--- config.mk ---
export PLATFORM = sky130hd
export DESIGN_NAME = pipeline_control_flat
export DESIGN_NICKNAME = d
export VERILOG_FILES = /design/src/rtl/pipeline_control_if.sv /design/src/rtl/pipeline_control.sv /design/src/flat_wrapper.sv
export SDC_FILE = /design/constraint.sdc
export NUM_CORES = 1
export LEC_CHECK = 0
export ABC_AREA = 0
export BUFFER_PORTS_ARGS = -buffer_cell sky130_fd_sc_hd__buf_2
export CAP_MARGIN = 10
export CORE_AREA = 2 2 73 75
export CTS_CLUSTER_DIAMETER = 30
export DETAILED_ROUTE_END_ITERATION = 16
export DIE_AREA = 0 0 75 77
export PLACE_DENSITY = 0.83
export SLEW_MARGIN = 20
export SYNTH_ARGS = -nofsm -noshare
export SYNTH_HDL_FRONTEND = slang
export SYNTH_SLANG_ARGS = --single-unit
--- constraint.sdc ---
create_clock -name clk -period 3.95 [get_ports clk]
set_input_delay 0.395 -clock clk [delete_from_list [all_inputs] [get_ports clk]]
set_output_delay 0.395 -clock clk [all_outputs]
set_load 0.01 [all_outputs]
--- src/rtl/pipeline_control_if.sv ---
// Shared PC-select type and the datapath <-> pipeline_control signal bundle.
// master = datapath side, slave = pipeline_control.
package pipeline_control_pkg;
    typedef enum logic [1:0] {
        SEL_PC_NONE   = 2'd0,
        SEL_PC_BRANCH = 2'd1,
        SEL_PC_JAL    = 2'd2,
        SEL_PC_JALR   = 2'd3
    } sel_pc_t;
endpackage

interface pipeline_control_if #(
    parameter int NUM_STAGES = 5,
    parameter int XLEN       = 32
);
    import pipeline_control_pkg::*;

    logic                  imem_ready_i;
    logic                  mem_req_i;
    logic                  mem_done_i;
    sel_pc_t               pc_sel_i;
    logic                  br_taken_i;
    logic [XLEN-1:0]       next_pc_i;
    logic                  halt_i;
    logic [NUM_STAGES-1:0] stage_en_o;
    logic [NUM_STAGES-1:0] stage_flush_o;
    sel_pc_t               pc_sel_o;
    logic [XLEN-1:0]       next_pc_o;
    logic                  redirect_o;
    logic [1:0]            state_o;
    logic [31:0]           stall_cycles_o;

    modport master (
        output imem_ready_i, mem_req_i, mem_done_i, pc_sel_i, br_taken_i, next_pc_i, halt_i,
        input  stage_en_o, stage_flush_o, pc_sel_o, next_pc_o, redirect_o, state_o, stall_cycles_o
    );

    modport slave (
        input  imem_ready_i, mem_req_i, mem_done_i, pc_sel_i, br_taken_i, next_pc_i, halt_i,
        output stage_en_o, stage_flush_o, pc_sel_o, next_pc_o, redirect_o, state_o, stall_cycles_o
    );
endinterface

--- src/rtl/pipeline_control.sv ---
// Pipeline sequencer: reset-PC / warm-up sequencing, stall and redirect arbitration into
// per-stage enable/flush vectors, and a saturating stalled-cycle counter.
//
// state  | meaning
// IDLE   | first cycle after reset, PC loads RESET_PC, all pipeline regs bubble
// WARMUP | PC held at RESET_PC for WARMUP_CYCLES cycles while bubbles drain
// RUN    | normal operation, stall/redirect arbitration active
// HALT   | everything frozen until reset
module pipeline_control
    import pipeline_control_pkg::*;
#(
    parameter int              NUM_STAGES    = 5,
    parameter int              XLEN          = 32,
    parameter logic [XLEN-1:0] RESET_PC      = '0,
    parameter int              WARMUP_CYCLES = 1,
    parameter int              FLUSH_STAGES  = 2,
    parameter logic [31:0]     STALL_INIT    = 32'h0
) (
    input  logic                clk,
    input  logic                rst_n,
    pipeline_control_if.slave   bus
);
    typedef enum logic [1:0] {
        ST_IDLE   = 2'd0,
        ST_WARMUP = 2'd1,
        ST_RUN    = 2'd2,
        ST_HALT   = 2'd3
    } state_t;

    localparam int                    WB         = NUM_STAGES - 1;
    localparam logic [NUM_STAGES-1:0] ALL_ONES   = '1;
    localparam logic [NUM_STAGES-1:0] ONE        = 1;
    localparam logic [NUM_STAGES-1:0] IDLE_FLUSH = ALL_ONES & ~ONE;
    // bits 1..FLUSH_STAGES
    localparam logic [NUM_STAGES-1:0] REDIR_FLUSH =
        (ALL_ONES >> (NUM_STAGES - 1 - FLUSH_STAGES)) & ~ONE;
    localparam logic [7:0]            WARM_LAST  = 8'(WARMUP_CYCLES - 1);

    state_t      r_state;
    logic [7:0]  r_warm_cnt;
    logic [31:0] r_stall_cnt;

    logic                  w_mem_stall;
    logic                  w_fetch_stall;
    logic                  w_redirect_req;
    logic                  w_stall_evt;
    logic [NUM_STAGES-1:0] w_en;
    logic [NUM_STAGES-1:0] w_flush;
    sel_pc_t               w_pc_sel;
    logic [XLEN-1:0]       w_next_pc;
    logic                  w_redirect;

    assign w_mem_stall    = bus.mem_req_i & ~bus.mem_done_i;
    assign w_fetch_stall  = ~bus.imem_ready_i;
    assign w_redirect_req = (bus.pc_sel_i == SEL_PC_JAL) || (bus.pc_sel_i == SEL_PC_JALR) ||
                            ((bus.pc_sel_i == SEL_PC_BRANCH) && bus.br_taken_i);
    assign w_stall_evt    = w_mem_stall | (w_fetch_stall & ~w_redirect_req);

    always_ff @(posedge clk or negedge rst_n) begin
        if (!rst_n) begin
            r_state     <= ST_IDLE;
            r_warm_cnt  <= '0;
            r_stall_cnt <= STALL_INIT;
        end else begin
            case (r_state)
                ST_IDLE: r_state <= (WARMUP_CYCLES == 0) ? ST_RUN : ST_WARMUP;
                ST_WARMUP: begin
                    r_warm_cnt <= r_warm_cnt + 8'd1;
                    if (r_warm_cnt == WARM_LAST) r_state <= ST_RUN;
                end
                ST_RUN: begin
                    if (w_stall_evt && (r_stall_cnt != 32'hFFFF_FFFF))
                        r_stall_cnt <= r_stall_cnt + 32'd1;
                    if (bus.halt_i && !w_mem_stall) r_state <= ST_HALT;
                end
                default: r_state <= ST_HALT;
            endcase
        end
    end

    always_comb begin
        w_en       = ALL_ONES;
        w_flush    = '0;
        w_pc_sel   = SEL_PC_NONE;
        w_next_pc  = RESET_PC;
        w_redirect = 1'b0;
        case (r_state)
            ST_IDLE: w_flush = IDLE_FLUSH;
            ST_WARMUP: begin
                w_flush = IDLE_FLUSH;
                w_en[0] = 1'b0;
            end
            ST_RUN: begin
                w_pc_sel  = bus.pc_sel_i;
                w_next_pc = bus.next_pc_i;
                if (w_mem_stall) begin
                    // EX stays frozen, so a pending redirect is re-presented next cycle
                    w_en        = '0;
                    w_en[WB]    = 1'b1;
                    w_flush[WB] = 1'b1;
                end else if (w_redirect_req) begin
                    w_flush    = REDIR_FLUSH;
                    w_redirect = 1'b1;
                end else if (w_fetch_stall) begin
                    w_en[0]    = 1'b0;
                    w_flush[1] = 1'b1;
                end
            end
            default: begin
                w_en    = '0;
                w_flush = '0;
            end
        endcase
    end

    assign bus.stage_en_o     = w_en;
    assign bus.stage_flush_o  = w_flush;
    assign bus.pc_sel_o       = w_pc_sel;
    assign bus.next_pc_o      = w_next_pc;
    assign bus.redirect_o     = w_redirect;
    assign bus.state_o        = r_state;
    assign bus.stall_cycles_o = r_stall_cnt;
endmodule

--- src/flat_wrapper.sv ---
// flat-port wrapper written by rule: the top's interface ports become plain ports
module pipeline_control_flat import pipeline_control_pkg::*;
#(
    parameter int              NUM_STAGES    = 5,
    parameter int              XLEN          = 32,
    parameter logic [XLEN-1:0] RESET_PC      = '0,
    parameter int              WARMUP_CYCLES = 1,
    parameter int              FLUSH_STAGES  = 2,
    parameter logic [31:0]     STALL_INIT    = 32'h0
)
  (clk, rst_n, bus_imem_ready_i, bus_mem_req_i, bus_mem_done_i, bus_pc_sel_i, bus_br_taken_i, bus_next_pc_i, bus_halt_i, bus_stage_en_o, bus_stage_flush_o, bus_pc_sel_o, bus_next_pc_o, bus_redirect_o, bus_state_o, bus_stall_cycles_o);
  pipeline_control_if #(.NUM_STAGES(NUM_STAGES), .XLEN(XLEN)) bus_i ();
  input  logic clk;
  input  logic rst_n;
  input wire logic [$bits(bus_i.imem_ready_i)-1:0] bus_imem_ready_i;
  input wire logic [$bits(bus_i.mem_req_i)-1:0] bus_mem_req_i;
  input wire logic [$bits(bus_i.mem_done_i)-1:0] bus_mem_done_i;
  input wire logic [$bits(bus_i.pc_sel_i)-1:0] bus_pc_sel_i;
  input wire logic [$bits(bus_i.br_taken_i)-1:0] bus_br_taken_i;
  input wire logic [$bits(bus_i.next_pc_i)-1:0] bus_next_pc_i;
  input wire logic [$bits(bus_i.halt_i)-1:0] bus_halt_i;
  output wire logic [$bits(bus_i.stage_en_o)-1:0] bus_stage_en_o;
  output wire logic [$bits(bus_i.stage_flush_o)-1:0] bus_stage_flush_o;
  output wire logic [$bits(bus_i.pc_sel_o)-1:0] bus_pc_sel_o;
  output wire logic [$bits(bus_i.next_pc_o)-1:0] bus_next_pc_o;
  output wire logic [$bits(bus_i.redirect_o)-1:0] bus_redirect_o;
  output wire logic [$bits(bus_i.state_o)-1:0] bus_state_o;
  output wire logic [$bits(bus_i.stall_cycles_o)-1:0] bus_stall_cycles_o;
  assign bus_i.imem_ready_i = bus_imem_ready_i;
  assign bus_i.mem_req_i = bus_mem_req_i;
  assign bus_i.mem_done_i = bus_mem_done_i;
  assign bus_i.pc_sel_i = bus_pc_sel_i;
  assign bus_i.br_taken_i = bus_br_taken_i;
  assign bus_i.next_pc_i = bus_next_pc_i;
  assign bus_i.halt_i = bus_halt_i;
  assign bus_stage_en_o = bus_i.stage_en_o;
  assign bus_stage_flush_o = bus_i.stage_flush_o;
  assign bus_pc_sel_o = bus_i.pc_sel_o;
  assign bus_next_pc_o = bus_i.next_pc_o;
  assign bus_redirect_o = bus_i.redirect_o;
  assign bus_state_o = bus_i.state_o;
  assign bus_stall_cycles_o = bus_i.stall_cycles_o;
  pipeline_control #(.NUM_STAGES(NUM_STAGES), .XLEN(XLEN), .RESET_PC(RESET_PC), .WARMUP_CYCLES(WARMUP_CYCLES), .FLUSH_STAGES(FLUSH_STAGES), .STALL_INIT(STALL_INIT)) u_core (.clk(clk), .rst_n(rst_n), .bus(bus_i));
endmodule
# Word level (Yosys, flattened, before mapping)
# Index checks and enable logic that the tools add are counted.
# classes
addsub,2
eq_ne,8
muxes,20
bitwise,6
reduce_logical,11
# ops
operator,count
"32-bit by 1-bit adder with 32-bit output, second input constant",1
32-bit 2-to-1 mux,1
"32-bit inequality test, second input constant",1
1-bit 2-to-1 mux,10
5-bit one-hot mux with 2 select lines,1
"8-bit by 1-bit adder with 8-bit output, second input constant",1
8-bit zero test,1
4-bit one-hot mux with 2 select lines,1
"2-bit == test, second input constant",3
2-bit 2-to-1 mux,3
2-bit one-hot mux with 3 select lines,1
"2-bit by 1-bit == test with 1-bit output, second input constant",2
4-bit 2-to-1 mux,1
"2-bit by 1-bit inequality test with 1-bit output, second input constant",2
2-bit AND reduction,2
1-bit logical AND,3
3-bit 2-to-1 mux,1
1-bit NOT,3
1-bit AND,2
2-bit zero test,1
1-bit logical OR,2
1-bit one-hot mux with 2 select lines,1
2-bit OR reduction,1
1-bit zero test,1
1-bit OR,1
# word_totals
ff_bits,42
out_inout_bits,79
wordCells,50

# Longest topological paths before layout
# logic_depth
ltp_word,8
depth_mapped,7

# Worst setup path before layout
# Ideal clock, no wire load.
# synth_path
path_type,register -> register
start,"reg u_core.r_stall_cnt[0], in the netlist u_core.bus.stall_cycles_o[0]"
end,"reg u_core.r_stall_cnt[26], in the netlist u_core.bus.stall_cycles_o[26]"
arrival_ps,1702
t_required_ps,3824
setup_slack_ps,2122
path_stages_with_launch,7
path_cell_list,dfrtp_1 -> ha_1 -> nand3_1 -> or3_4 -> nor4_4 -> nand4_1 -> xnor2_1
# synth_between
elab_chain_cells,3
# synth_lines
element,line,source
start: declaration,pipeline_control.sv:41,logic [31:0] r_stall_cnt;
start signal: assignment,pipeline_control.sv:73,r_stall_cnt <= r_stall_cnt + 32'd1;
branches (longest 3 deep; another with 32-bit by 1-bit adder with 32-bit output),--,
# Parallel ways; which one is timed is not known.
# A chain may end at the register's enable or synchronous reset.

# Worst setup path after layout
# layout_path
start,"reg u_core.r_state[1], in the netlist u_core.bus.state_o[1]"
end,"reg u_core.r_stall_cnt[9], in the netlist u_core.bus.stall_cycles_o[9]"
# layout_between
elab_chain_cells,2
# layout_lines
element,line,source
start: declaration,pipeline_control.sv:39,state_t r_state;
start signal: assignment,pipeline_control.sv:66,ST_IDLE: r_state <= (WARMUP_CYCLES == 0) ? ST_RUN : ST_WARMUP;
2-bit == test,pipeline_control.sv:65,case (r_state)
2-bit AND reduction (no source line),--,
# No other way between the ends.

==> metrics.log <==
INFO  metric worst_slack_placed = 1340 ps
INFO  metric regToRegSetupSlack = 1350 ps
INFO  metric synth_sequential_area_ratio = 44.9%
INFO  metric placement.cell_area = 0.00295 mm2
INFO  metric worst-slew-pin-transition = 1010 ps
INFO  metric clock_insertion_delay_worst_skew = 290 ps
INFO  metric pin_count_of_the_biggest_net_entering_global_routing = 43
INFO  metric critPathCaptureType = flop
INFO  metric totalWireLength = 5440 um
INFO  metric leakagePower = 1.61 nW
INFO  metric cts-root-to-sink-buffers = 2
INFO  metric rows = 26
INFO  metric post_drt_via_cell_ratio = 4.89
INFO  metric final_cell_count_no_fill = 418
INFO  metric worst_setup_path_class = reg -> reg
INFO  metric post_synthesis_share_of_cell_area_spent_on_and_or_nand_and_nor_gates = 30.9%
INFO  metric core_area = 0.00498 mm2
INFO  metric synth_async_sr_flop_share = 100%
INFO  metric clkSinkCount = 42
INFO  metric buffer_ports.inserted = 118
INFO  metric clock-root-buffer = sky130_fd_sc_hd__clkbuf_8
INFO  metric track_usage = 19.9%
INFO  metric number_of_synthesis_warnings = 0
INFO  metric vdd_ir_drop_max = 0.169 mV
INFO  metric outcome = completed
INFO  metric layout.filler_cells = 447
INFO  metric die_height = 77 um
INFO  metric antenna_violating_nets_post_route = 0
INFO  metric worstRegToRegCells = 5
INFO  metric via_count = 2042
INFO  metric synth_ff_type = sky130_fd_sc_hd__dfrtp_1
INFO  metric postLayoutCoreUtil = 61.2%
INFO  metric initial_core_util = 47.0%
INFO  metric postCtsHoldBufs = 0
INFO  metric setup_repair_after_global_routing_missed_its_margin = no
INFO  metric cp_data_arrival_time = 2790 ps
INFO  metric timing.max_cap.violations = 0
INFO  metric final_layout_size_suffix_gt1_share = 39.4%
INFO  metric worst_setup_path_start_kind = flop
INFO  metric cts_tree = yes
INFO  metric hold_class = in -> async
INFO  metric synth.avg_cell_area = 10.0 um2
INFO  metric num-nets-final = 391
INFO  metric cp_data_required_time = 4140 ps
INFO  metric synth_cells = 234
INFO  metric synth_area = 0.00234 mm2
INFO  metric synth_enable_flop_cells = 0
INFO  metric power.density = 261 mW/mm2
INFO  metric grt_antenna_before_repair = 0
INFO  metric synth.area.mux_share = 0.642%
INFO  metric synth_fa_ha_area_share = 1.60%
INFO  metric timing.rr.start = u_core.bus.state_o[1]
INFO  metric area_fraction_in_compound_gates_after_synthesis = 4.49%
INFO  metric cts_setup_buffers = 0
INFO  metric regArea = 0.00105 mm2
INFO  metric multiInputGateArea = 0.00121 mm2
INFO  metric io_pins = 120
INFO  metric fin_crit = 2600 ps
INFO  metric post_route_drc = 0
INFO  metric die-width = 75 um
INFO  metric grt_overflow = 0
INFO  metric drtPass1Iterations = 4
INFO  metric gp_congestion = 0.759
INFO  metric grt.busiest_layer = met2
INFO  metric drtIter0Drc = 124
INFO  metric critical_path_peak_fanout = 36
INFO  metric detail_route.wl_per_cell = 13.0 um
INFO  metric hold_violation_total_from_the_final_report = 0
INFO  metric global_route.usage.met3 = 5.52%
INFO  metric timing.setup.tns = 0 ps
INFO  metric fin_worst_skew = 6.44 ps
INFO  metric cts_htree_levels = 2
INFO  metric synth_top_family_by_area = simple AND/OR/NAND/NOR gates
INFO  metric final.hold.worst_slack = 234 ps
INFO  metric synth.ff_latch_count = 42
INFO  metric wire_length_of_the_first_global_routing_pass = 9130 um
INFO  metric final-max-slew-violation-count = 0
INFO  metric design_power_total = 795 uW
INFO  metric final_min_period_over_clock_period = 65.9%
INFO  metric final_hpwl_from_detailed_placement = 4140 um
INFO  metric regToRegEndpoint = u_core.bus.stall_cycles_o[9]
INFO  metric cts-buffers-inserted = 5
INFO  metric antenna-diode-count = 0
INFO  metric grtUsageMet2 = 30.9%
INFO  metric timing.final.setup_violations = 0
INFO  metric timing.max_slew.rel_slack = 32.3%
INFO  metric area_delta_synth_final = 30.3%
INFO  metric grt_pass1_vias = 1948
INFO  metric final.setup.worst_slack = 1350 ps
INFO  metric max_clock_freq = 384 MHz
INFO  metric yosys.area_share.xor_xnor = 13.9%
INFO  metric count_of_instances_resized_after_the_clock_tree_is_built = 0
INFO  metric syn-num-nets = 278
INFO  metric place_inst = 410
INFO  metric clk_pin_slew = 80 ps
INFO  metric fin_area = 0.00305 mm2
INFO  metric die_area = 0.00578 mm2
INFO  metric synthDistinctLibCells = 44
INFO  metric gr-usage-met1 = 27.6%
layout by cell type, fill, tap and decap left out, types with 2 or more instances in the layout:
master and n:
sky130_fd_sc_hd__dfrtp_1 42, sky130_fd_sc_hd__nand2b_1 2, sky130_fd_sc_hd__xnor2_1 36, sky130_fd_sc_hd__ha_1 3
sky130_fd_sc_hd__buf_2 118, sky130_fd_sc_hd__nand4_1 14, sky130_fd_sc_hd__a31oi_1 2, sky130_fd_sc_hd__o21ai_0 3
sky130_fd_sc_hd__nor4_1 2, sky130_fd_sc_hd__clkbuf_8 6, sky130_fd_sc_hd__and2_1 34, sky130_fd_sc_hd__nand2_1 19
sky130_fd_sc_hd__a21oi_1 2, sky130_fd_sc_hd__and3_1 6, sky130_fd_sc_hd__nand3_1 18, sky130_fd_sc_hd__inv_1 4
sky130_fd_sc_hd__nor2_1 6, sky130_fd_sc_hd__o21a_1 2, sky130_fd_sc_hd__and4_1 5
critical path, cell delays in order, from the launching register on:
cell and delay (ps):
sky130_fd_sc_hd__dfrtp_1 490, sky130_fd_sc_hd__nor2b_4 570, sky130_fd_sc_hd__o21ai_2 230, sky130_fd_sc_hd__a31oi_1 790, sky130_fd_sc_hd__nand3_1 220, sky130_fd_sc_hd__xnor2_1 180
sequential cells by signal, indices dropped and copies added (netlist names):
signal,flops
u_core.bus.stall_cycles_o,32
u_core.bus.state_o,2
u_core.r_warm_cnt,8
cells in the mapped netlist (all sizes together), types with 2 or more instances:
cell    count  area [um2]
a211oi      2        20.0
a21oi       2        10.0
a31oi       2        12.5
and2       34         213
and3        7        45.1
and4        5        43.8
buf         6        37.5
clkbuf      6        27.5
dfrtp      42        1050
ha          3        37.5
inv         4        15.0
nand2      19        71.3
nand2b      2        12.5
nand3      18        90.1
nand4      15         100
nor2        6        22.5
nor2b       2        20.0
nor3        2        15.0
nor4        3        33.8
o21a        2        15.0
o21ai       4        23.8
or3         2        17.5
xnor2      36         315
per-layer routing:
metal	wire length (um)	vias to the layer above
met5	0	-
met3	238	8
met2	2580	49
li1	-	1020
met1	2570	965
met4	55	0
logic make-up (layout without fill, tap and decap cells):
family,Yosys count,in the layout
DFF,42,42
and+or+nand+nor,119,119
AOI/OAI and AO/OA,15,15
adders and majority gates,3,3
muxes,1,1
buffers and inverters,16,130
other,1,1
xor gates and xnor gates,37,37
final cells by class:
type / count / share of cell area, %
inverters: 4 / 0.493
repair buffers: 118 / 19.4
flip-flops and latches: 42 / 34.5
clock buffers: 6 / 2.71
well taps: 70 / 2.87
multi-input cells: 176 / 39.7
clock inverters: 2 / 0.411
power breakdown:
part / internal (mW) / switching, mW
clock: 0.141 / 0.152
sequential: 0.437 / 0.0106
combinational: 0.0280 / 0.0264
worst max-delay path by stage:
| stage | startpoint | end | slack [ps] | depth (start not counted) |
|---|---|---|---|---|
| final | u_core.bus.state_o[1] | u_core.bus.stall_cycles_o[9] | 1350 | 5 |
| after global routing | u_core.bus.state_o[1] | u_core.bus.stall_cycles_o[10] | 1050 | 5 |
| after CTS | u_core.bus.state_o[1] | u_core.bus.stall_cycles_o[9] | 1320 | 5 |
| after detailed placement | u_core.bus.state_o[1] | u_core.bus.stall_cycles_o[9] | 1340 | 5 |
| after global placement | u_core.bus.state_o[1] | u_core.bus.stall_cycles_o[10] | 1500 | 5 |
| after floorplan | u_core.bus.stall_cycles_o[0] | u_core.bus.stall_cycles_o[26] | 2120 | 6 |
Note: power is estimated with default switching activity, not from simulation.
